$ cat src/rtl/sa_feed_ctrl_if.sv
// rtl/sa_feed_ctrl_if.sv - operand, array and result signal bundle for sa_feed_ctrl
// Ports (modport slave = controller view, master = environment view):
//   in_valid/in_ready, in_a_1..3, in_b_1..3 : operand beats (column k of A, row k of B)
//   sa_start, sa_x_1..3, sa_y_1..3          : skewed feeds and run enable to the 3x3 array
//   sa_finish, sa_p_r_c                     : array completion strobe and results
//   out_valid/out_ready, out_p_r_c          : registered product C = A*B
interface sa_feed_ctrl_if #(
  parameter int DW = 8
);
  logic                   in_valid;
  logic                   in_ready;
  logic signed [DW-1:0]   in_a_1, in_a_2, in_a_3;
  logic signed [DW-1:0]   in_b_1, in_b_2, in_b_3;
  logic                   sa_start;
  logic signed [DW-1:0]   sa_x_1, sa_x_2, sa_x_3;
  logic signed [DW-1:0]   sa_y_1, sa_y_2, sa_y_3;
  logic                   sa_finish;
  logic signed [2*DW:0]   sa_p_1_1, sa_p_1_2, sa_p_1_3;
  logic signed [2*DW:0]   sa_p_2_1, sa_p_2_2, sa_p_2_3;
  logic signed [2*DW:0]   sa_p_3_1, sa_p_3_2, sa_p_3_3;
  logic                   out_valid;
  logic                   out_ready;
  logic signed [2*DW:0]   out_p_1_1, out_p_1_2, out_p_1_3;
  logic signed [2*DW:0]   out_p_2_1, out_p_2_2, out_p_2_3;
  logic signed [2*DW:0]   out_p_3_1, out_p_3_2, out_p_3_3;

  modport slave (
    input  in_valid, in_a_1, in_a_2, in_a_3, in_b_1, in_b_2, in_b_3,
    output in_ready,
    output sa_start, sa_x_1, sa_x_2, sa_x_3, sa_y_1, sa_y_2, sa_y_3,
    input  sa_finish,
    input  sa_p_1_1, sa_p_1_2, sa_p_1_3, sa_p_2_1, sa_p_2_2, sa_p_2_3,
    input  sa_p_3_1, sa_p_3_2, sa_p_3_3,
    output out_valid,
    input  out_ready,
    output out_p_1_1, out_p_1_2, out_p_1_3, out_p_2_1, out_p_2_2, out_p_2_3,
    output out_p_3_1, out_p_3_2, out_p_3_3
  );

  modport master (
    output in_valid, in_a_1, in_a_2, in_a_3, in_b_1, in_b_2, in_b_3,
    input  in_ready,
    input  sa_start, sa_x_1, sa_x_2, sa_x_3, sa_y_1, sa_y_2, sa_y_3,
    output sa_finish,
    output sa_p_1_1, sa_p_1_2, sa_p_1_3, sa_p_2_1, sa_p_2_2, sa_p_2_3,
    output sa_p_3_1, sa_p_3_2, sa_p_3_3,
    input  out_valid,
    output out_ready,
    input  out_p_1_1, out_p_1_2, out_p_1_3, out_p_2_1, out_p_2_2, out_p_2_3,
    input  out_p_3_1, out_p_3_2, out_p_3_3
  );
endinterface

$ cat src/rtl/sa_feed_ctrl.sv
// rtl/sa_feed_ctrl.sv - loads 3x3 operands, feeds a systolic array skewed, returns C=A*B
// Ports:
//   clk, rst_n : clock, asynchronous active-low reset
//   bus        : sa_feed_ctrl_if.slave (operand, array and result signals)
//   busy       : controller not in LOAD
//   err        : sticky array-protocol error (finish strobe at the wrong time)
module sa_feed_ctrl #(
  parameter int DW = 8
) (
  input  logic          clk,
  input  logic          rst_n,
  sa_feed_ctrl_if.slave bus,
  output logic          busy,
  output logic          err
);

  localparam int PW = 2*DW+1;

  typedef enum logic [1:0] {LOAD, FEED, OUT} state_t;

  state_t               state_q, state_d;
  logic [1:0]           beat_q;
  logic [2:0]           t_q;
  logic                 err_q;
  logic                 accept, last_beat;
  logic                 feed_en;
  logic [2:0]           feed_t;

  logic signed [DW-1:0] a_q [3][3];   // a_q[row][k]
  logic signed [DW-1:0] b_q [3][3];   // b_q[k][col]
  logic signed [DW-1:0] in_a [3];
  logic signed [DW-1:0] in_b [3];
  logic signed [DW-1:0] x_q [3];
  logic signed [DW-1:0] y_q [3];
  logic signed [DW-1:0] x_d [3];
  logic signed [DW-1:0] y_d [3];
  logic signed [PW-1:0] p_in [3][3];
  logic signed [PW-1:0] p_q [3][3];

  assign in_a[0] = bus.in_a_1;
  assign in_a[1] = bus.in_a_2;
  assign in_a[2] = bus.in_a_3;
  assign in_b[0] = bus.in_b_1;
  assign in_b[1] = bus.in_b_2;
  assign in_b[2] = bus.in_b_3;

  assign p_in[0][0] = bus.sa_p_1_1;
  assign p_in[0][1] = bus.sa_p_1_2;
  assign p_in[0][2] = bus.sa_p_1_3;
  assign p_in[1][0] = bus.sa_p_2_1;
  assign p_in[1][1] = bus.sa_p_2_2;
  assign p_in[1][2] = bus.sa_p_2_3;
  assign p_in[2][0] = bus.sa_p_3_1;
  assign p_in[2][1] = bus.sa_p_3_2;
  assign p_in[2][2] = bus.sa_p_3_3;

  assign accept    = (state_q == LOAD) && bus.in_valid;
  assign last_beat = accept && (beat_q == 2'd2);

  always_ff @(posedge clk or negedge rst_n) begin
    if (!rst_n) state_q <= LOAD;
    else        state_q <= state_d;
  end

  always_comb begin
    state_d = state_q;
    case (state_q)
      LOAD:    if (last_beat) state_d = FEED;
      FEED:    if (t_q == 3'd7) state_d = OUT;
      OUT:     if (bus.out_ready) state_d = LOAD;
      default: state_d = LOAD;
    endcase
  end

  // Feeds are registered, so compute the values for the cycle about to start:
  // t=0 when the third beat is accepted, t+1 while in FEED. Column 0 of A and
  // row 0 of B are already stored by then, which is all t=0 needs.
  always_comb begin
    feed_en = 1'b0;
    feed_t  = 3'd0;
    if (last_beat) begin
      feed_en = 1'b1;
    end else if ((state_q == FEED) && (t_q != 3'd7)) begin
      feed_en = 1'b1;
      feed_t  = t_q + 3'd1;
    end
    for (int i = 0; i < 3; i++) begin
      x_d[i] = '0;
      y_d[i] = '0;
      if (feed_en) begin
        for (int k = 0; k < 3; k++) begin
          // row/column i is delayed by i cycles: index k appears at t = k + i
          if (feed_t == 3'(i + k)) begin
            x_d[i] = a_q[i][k];
            y_d[i] = b_q[k][i];
          end
        end
      end
    end
  end

  always_ff @(posedge clk or negedge rst_n) begin
    if (!rst_n) begin
      beat_q <= 2'd0;
      t_q    <= 3'd0;
      err_q  <= 1'b0;
      for (int i = 0; i < 3; i++) begin
        x_q[i] <= '0;
        y_q[i] <= '0;
        for (int k = 0; k < 3; k++) begin
          a_q[i][k] <= '0;
          b_q[i][k] <= '0;
          p_q[i][k] <= '0;
        end
      end
    end else begin
      for (int i = 0; i < 3; i++) begin
        x_q[i] <= x_d[i];
        y_q[i] <= y_d[i];
      end
      if (accept) begin
        for (int i = 0; i < 3; i++) begin
          for (int k = 0; k < 3; k++) begin
            if (beat_q == 2'(k)) begin
              a_q[i][k] <= in_a[i];
              b_q[k][i] <= in_b[i];
            end
          end
        end
        beat_q <= last_beat ? 2'd0 : beat_q + 2'd1;
      end
      if (state_q == FEED) begin
        t_q <= t_q + 3'd1;  // wraps to 0 on leaving FEED
        if (t_q == 3'd7) begin
          // capture unconditionally; a missing finish is only flagged
          for (int i = 0; i < 3; i++)
            for (int k = 0; k < 3; k++)
              p_q[i][k] <= p_in[i][k];
          if (!bus.sa_finish) err_q <= 1'b1;
        end else if (bus.sa_finish) begin
          err_q <= 1'b1;
        end
      end
    end
  end

  assign bus.in_ready  = (state_q == LOAD);
  assign bus.sa_start  = (state_q == FEED);
  assign bus.out_valid = (state_q == OUT);
  assign busy          = (state_q != LOAD);
  assign err           = err_q;

  assign bus.sa_x_1 = x_q[0];
  assign bus.sa_x_2 = x_q[1];
  assign bus.sa_x_3 = x_q[2];
  assign bus.sa_y_1 = y_q[0];
  assign bus.sa_y_2 = y_q[1];
  assign bus.sa_y_3 = y_q[2];

  assign bus.out_p_1_1 = p_q[0][0];
  assign bus.out_p_1_2 = p_q[0][1];
  assign bus.out_p_1_3 = p_q[0][2];
  assign bus.out_p_2_1 = p_q[1][0];
  assign bus.out_p_2_2 = p_q[1][1];
  assign bus.out_p_2_3 = p_q[1][2];
  assign bus.out_p_3_1 = p_q[2][0];
  assign bus.out_p_3_2 = p_q[2][1];
  assign bus.out_p_3_3 = p_q[2][2];

endmodule

$ cat src/flat_wrapper.sv
// flat-port wrapper written by rule: the top's interface ports become plain ports
module sa_feed_ctrl_flat 
#(
  parameter int DW = 8
)
  (clk, rst_n, busy, err, bus_in_valid, bus_in_a_1, bus_in_a_2, bus_in_a_3, bus_in_b_1, bus_in_b_2, bus_in_b_3, bus_in_ready, bus_sa_start, bus_sa_x_1, bus_sa_x_2, bus_sa_x_3, bus_sa_y_1, bus_sa_y_2, bus_sa_y_3, bus_sa_finish, bus_sa_p_1_1, bus_sa_p_1_2, bus_sa_p_1_3, bus_sa_p_2_1, bus_sa_p_2_2, bus_sa_p_2_3, bus_sa_p_3_1, bus_sa_p_3_2, bus_sa_p_3_3, bus_out_valid, bus_out_ready, bus_out_p_1_1, bus_out_p_1_2, bus_out_p_1_3, bus_out_p_2_1, bus_out_p_2_2, bus_out_p_2_3, bus_out_p_3_1, bus_out_p_3_2, bus_out_p_3_3);
  sa_feed_ctrl_if #(.DW(DW)) bus_i ();
  input  logic clk;
  input  logic rst_n;
  output logic busy;
  output logic err;
  input wire logic [$bits(bus_i.in_valid)-1:0] bus_in_valid;
  input wire logic [$bits(bus_i.in_a_1)-1:0] bus_in_a_1;
  input wire logic [$bits(bus_i.in_a_2)-1:0] bus_in_a_2;
  input wire logic [$bits(bus_i.in_a_3)-1:0] bus_in_a_3;
  input wire logic [$bits(bus_i.in_b_1)-1:0] bus_in_b_1;
  input wire logic [$bits(bus_i.in_b_2)-1:0] bus_in_b_2;
  input wire logic [$bits(bus_i.in_b_3)-1:0] bus_in_b_3;
  output wire logic [$bits(bus_i.in_ready)-1:0] bus_in_ready;
  output wire logic [$bits(bus_i.sa_start)-1:0] bus_sa_start;
  output wire logic [$bits(bus_i.sa_x_1)-1:0] bus_sa_x_1;
  output wire logic [$bits(bus_i.sa_x_2)-1:0] bus_sa_x_2;
  output wire logic [$bits(bus_i.sa_x_3)-1:0] bus_sa_x_3;
  output wire logic [$bits(bus_i.sa_y_1)-1:0] bus_sa_y_1;
  output wire logic [$bits(bus_i.sa_y_2)-1:0] bus_sa_y_2;
  output wire logic [$bits(bus_i.sa_y_3)-1:0] bus_sa_y_3;
  input wire logic [$bits(bus_i.sa_finish)-1:0] bus_sa_finish;
  input wire logic [$bits(bus_i.sa_p_1_1)-1:0] bus_sa_p_1_1;
  input wire logic [$bits(bus_i.sa_p_1_2)-1:0] bus_sa_p_1_2;
  input wire logic [$bits(bus_i.sa_p_1_3)-1:0] bus_sa_p_1_3;
  input wire logic [$bits(bus_i.sa_p_2_1)-1:0] bus_sa_p_2_1;
  input wire logic [$bits(bus_i.sa_p_2_2)-1:0] bus_sa_p_2_2;
  input wire logic [$bits(bus_i.sa_p_2_3)-1:0] bus_sa_p_2_3;
  input wire logic [$bits(bus_i.sa_p_3_1)-1:0] bus_sa_p_3_1;
  input wire logic [$bits(bus_i.sa_p_3_2)-1:0] bus_sa_p_3_2;
  input wire logic [$bits(bus_i.sa_p_3_3)-1:0] bus_sa_p_3_3;
  output wire logic [$bits(bus_i.out_valid)-1:0] bus_out_valid;
  input wire logic [$bits(bus_i.out_ready)-1:0] bus_out_ready;
  output wire logic [$bits(bus_i.out_p_1_1)-1:0] bus_out_p_1_1;
  output wire logic [$bits(bus_i.out_p_1_2)-1:0] bus_out_p_1_2;
  output wire logic [$bits(bus_i.out_p_1_3)-1:0] bus_out_p_1_3;
  output wire logic [$bits(bus_i.out_p_2_1)-1:0] bus_out_p_2_1;
  output wire logic [$bits(bus_i.out_p_2_2)-1:0] bus_out_p_2_2;
  output wire logic [$bits(bus_i.out_p_2_3)-1:0] bus_out_p_2_3;
  output wire logic [$bits(bus_i.out_p_3_1)-1:0] bus_out_p_3_1;
  output wire logic [$bits(bus_i.out_p_3_2)-1:0] bus_out_p_3_2;
  output wire logic [$bits(bus_i.out_p_3_3)-1:0] bus_out_p_3_3;
  assign bus_i.in_valid = bus_in_valid;
  assign bus_i.in_a_1 = bus_in_a_1;
  assign bus_i.in_a_2 = bus_in_a_2;
  assign bus_i.in_a_3 = bus_in_a_3;
  assign bus_i.in_b_1 = bus_in_b_1;
  assign bus_i.in_b_2 = bus_in_b_2;
  assign bus_i.in_b_3 = bus_in_b_3;
  assign bus_in_ready = bus_i.in_ready;
  assign bus_sa_start = bus_i.sa_start;
  assign bus_sa_x_1 = bus_i.sa_x_1;
  assign bus_sa_x_2 = bus_i.sa_x_2;
  assign bus_sa_x_3 = bus_i.sa_x_3;
  assign bus_sa_y_1 = bus_i.sa_y_1;
  assign bus_sa_y_2 = bus_i.sa_y_2;
  assign bus_sa_y_3 = bus_i.sa_y_3;
  assign bus_i.sa_finish = bus_sa_finish;
  assign bus_i.sa_p_1_1 = bus_sa_p_1_1;
  assign bus_i.sa_p_1_2 = bus_sa_p_1_2;
  assign bus_i.sa_p_1_3 = bus_sa_p_1_3;
  assign bus_i.sa_p_2_1 = bus_sa_p_2_1;
  assign bus_i.sa_p_2_2 = bus_sa_p_2_2;
  assign bus_i.sa_p_2_3 = bus_sa_p_2_3;
  assign bus_i.sa_p_3_1 = bus_sa_p_3_1;
  assign bus_i.sa_p_3_2 = bus_sa_p_3_2;
  assign bus_i.sa_p_3_3 = bus_sa_p_3_3;
  assign bus_out_valid = bus_i.out_valid;
  assign bus_i.out_ready = bus_out_ready;
  assign bus_out_p_1_1 = bus_i.out_p_1_1;
  assign bus_out_p_1_2 = bus_i.out_p_1_2;
  assign bus_out_p_1_3 = bus_i.out_p_1_3;
  assign bus_out_p_2_1 = bus_i.out_p_2_1;
  assign bus_out_p_2_2 = bus_i.out_p_2_2;
  assign bus_out_p_2_3 = bus_i.out_p_2_3;
  assign bus_out_p_3_1 = bus_i.out_p_3_1;
  assign bus_out_p_3_2 = bus_i.out_p_3_2;
  assign bus_out_p_3_3 = bus_i.out_p_3_3;
  sa_feed_ctrl #(.DW(DW)) u_core (.clk(clk), .rst_n(rst_n), .bus(bus_i), .busy(busy), .err(err));
endmodule
$ cat config.mk
export PLATFORM = sky130hd
export DESIGN_NAME = sa_feed_ctrl_flat
export DESIGN_NICKNAME = d
export VERILOG_FILES = /design/src/rtl/sa_feed_ctrl_if.sv /design/src/rtl/sa_feed_ctrl.sv /design/src/flat_wrapper.sv
export SDC_FILE = /design/constraint.sdc
export NUM_CORES = 1
export LEC_CHECK = 0
export ABC_CLOCK_PERIOD_IN_PS = 4000
export CAP_MARGIN = 25
export CORE_MARGIN = 4
export CORE_UTILIZATION = 51
export DETAILED_ROUTE_END_ITERATION = 12
export PLACE_DENSITY = 0.9
export RECOVER_POWER = 100
export SLEW_MARGIN = 10
export SYNTH_ARGS = -nofsm -noshare
export SYNTH_HDL_FRONTEND = slang
export SYNTH_SLANG_ARGS = --single-unit
$ cat constraint.sdc
create_clock -name clk -period 4 [get_ports clk]
set_input_delay 0.4 -clock clk [delete_from_list [all_inputs] [get_ports clk]]
set_output_delay 0.4 -clock clk [all_outputs]
set_load 0.01 [all_outputs]
==> impl_metrics.toml <==
[finish]
syn_to_final_growth_pct = 41.0
layout_commonest_cell = "dfrtp_1"
design_area_sq_mm = 0.0195
layout-drive-gt1-share = 0.268
stdcell_count = 1696
final_core_util = 0.727
final_cell_mix = "352 x dfrtp_1, 282 x mux2_2, 206 x dlygate4sd3_1"
finalNetCount = 1524
nFillCells = 1688

[placed_design]
dpl.hpwl_um = 27600
numPortBuffers = 411
routabilityCongestion = 0.836
place_area_sq_mm = 0.0183
dp_slack_ns = 1.36
dp.cells = 1618

[hold_path]
min_path_type = "in -> async"

[synth]
synth.cell_area_sq_mm = 0.0138
synth_warnings = 0
synth_edf_count = 0
syn_avg_cell_area_sq_um = 15.3
yosys_most_used_dff = "dfrtp_1"
ys_ff_latch = 353
synth-async-reset-ratio = 1.00
synth.distinct_cells = 33
syn_nets = 1114
syn_inst = 906
synth-seq-area-share = 0.639

[cts]
cts.sink_count = 353
clk_latency_ns = 0.51
holdBufCountCts = 0
post_cts_resized = 0
numCtsBuffers = 37
htreeDepth = 2
cts_buffer_depth = 3
cts_setup_buffers = 0
cts_tree = "built"
clk_pin_slew_worst_paths_ns = 0.06
cts_root_buf = "clkbuf_16"

[die]
row_count = 60
io_pins = 412
core_area_sq_mm = 0.0268
initial_core_util = 0.516
fp.dieH_um = 173
dieArea_sq_mm = 0.0298
die_w_um = 173

[global_route]
grt_usage = 0.263
antenna_found_initial = 15
grt_pass1_wl_um = 61500
grt_pass1_vias = 10100
grt_max_degree = 123
gr-total-overflow = 0

[sta]
max_freq_mhz = 307
period_minus_slack_ns = 3.26
period_share = 0.814
tightest_slew_ns = 2.11
fin_tns_setup_ns = 0
finalHoldWorstSlack_ns = -0.0308
rsz0062_at_grt = "false"
drv_slew = 147
hold_violations = 4
slew_headroom = -0.407
setup_ws_ns = 0.744
clock_skew_ns = 0.0115
setup_viol = 0

[critical_path]
start_kind = "flip-flop"
r2r-start = "u_core.state_q[1]"
slowest_delay_ns = 1.52
crit_slowest_cell = "clkbuf_1"
rrSetupSlack_ns = 0.74
end_kind = "flip-flop"
timing.critical_path.from = "u_core.state_q[1]"
path_max_fanout = 33
crit_arrival_ns = 3.64
worstSetupPathType = "reg -> reg"
path_cells = "or3b_1 > nor3_2 > clkbuf_1 > mux2_2"
crit_required_ns = 4.38

[job]
cap_violations = 3

[detailed_routing]
drt_first_pass_iters = 5
vias_per_cell = 5.49
drc = 0
vias = 9316
drt_iter0_drc = 610
routedWlPerCell_um = 23.8
wl_um = 40400
ant_nets = 0

[pwr]
p_total_mw = 16.0
power_density_mw_per_mm2 = 822
ir_worst_vdd_v = 0.000488
p_leak_nw = 8.47

[outcome]
status = "complete, but fails checks"
violations = "hold timing, capacitance limit, slew limit"
[layout make-up]
| class | count | area [sq um] | area share |
|---|---|---|---|
| clock inverters | 11 | 155 | 0.00796 |
| inverters | 4 | 15.0 | 0.000770 |
| multi-input cells | 491 | 4700 | 0.241 |
| repair buffers | 429 | 4250 | 0.218 |
| well taps | 341 | 427 | 0.0219 |
| diodes | 14 | 35.0 | 0.00180 |
| clock buffers | 53 | 1090 | 0.0557 |
| flip-flops and latches | 353 | 8830 | 0.453 |
[synthesized netlist by cell type, types with 2 or more instances]
master	n	area (sq um)
o21a_1	16	120
clkbuf_1	23	86.3
o2bb2ai_1	16	140
mux2i_1	32	320
buf_2	28	140
nand2b_1	2	12.5
inv_1	3	11.3
ha_1	2	25.0
nor3_1	17	85.1
buf_1	4	15.0
or3b_1	2	17.5
nor2_1	18	67.6
dfrtp_1	353	8830
a21o_1	2	15.0
mux2_2	288	3240
a311oi_1	16	140
mux2_4	9	135
nand3_1	33	165
o21ai_0	17	85.1
nand2_1	12	45.0
[kinds of logic after synthesis]
group | count (synthesis) | synth area share
mux | 329 | 0.267
xor+xnor | 2 | 0.00127
buf+inv | 62 | 0.0210
compound gates | 68 | 0.0367
fa+ha+maj | 2 | 0.00181
simple gates | 90 | 0.0329
flops | 353 | 0.639
[critical path, delay by kind of cell, from the launching register on]
kind	cells	cell delay (ns)
buffers and inverters	1	1.52
flip-flops	1	0.49
multiplexers	1	0.46
AND/OR/NAND/NOR	2	0.64
[where the power goes]
group | total [mW] | internal [mW] | switching, mW
clock network | 3.51 | 2.14 | 1.37
logic | 6.25 | 3.37 | 2.88
registers | 6.27 | 5.33 | 0.945
[registers in the layout, summed over array words and instances (netlist names), 17 cells and up]
register and cells:
u_core.bus.out_p_2_1 17, u_core.bus.out_p_3_2 17, u_core.bus.out_p_2_3 17, u_core.bus.out_p_3_3 17, u_core.bus.out_p_1_2 17, u_core.bus.out_p_2_2 17, u_core.bus.out_p_1_1 17, u_core.b_q 72
u_core.bus.out_p_1_3 17, u_core.a_q 72, u_core.bus.out_p_3_1 17
[metal layers]
metal | share of wire | global-route usage | wire (um) | vias to the layer above
met5 | 0.00067 | 0 | 27 | -
met4 | 0.039 | 0.111 | 1590 | 4
met3 | 0.065 | 0.0658 | 2620 | 78
met2 | 0.53 | 0.467 | 21300 | 362
met1 | 0.37 | 0.307 | 15000 | 4783
li1 | - | - | - | 4089
[worst paths after layout]
check	depth (start not counted)	endpoint
worst max-delay path	4	u_core.a_q[41]
worst min-delay path	1	u_core.b_q[43]
worst max register to register	4	u_core.a_q[41]
worst min register to register	1	u_core.err
max in group asynchronous	2	u_core.bus.out_p_2_3[16]
min in group clk	1	u_core.err
No activity file was read; power rests on OpenSTA's default activity.
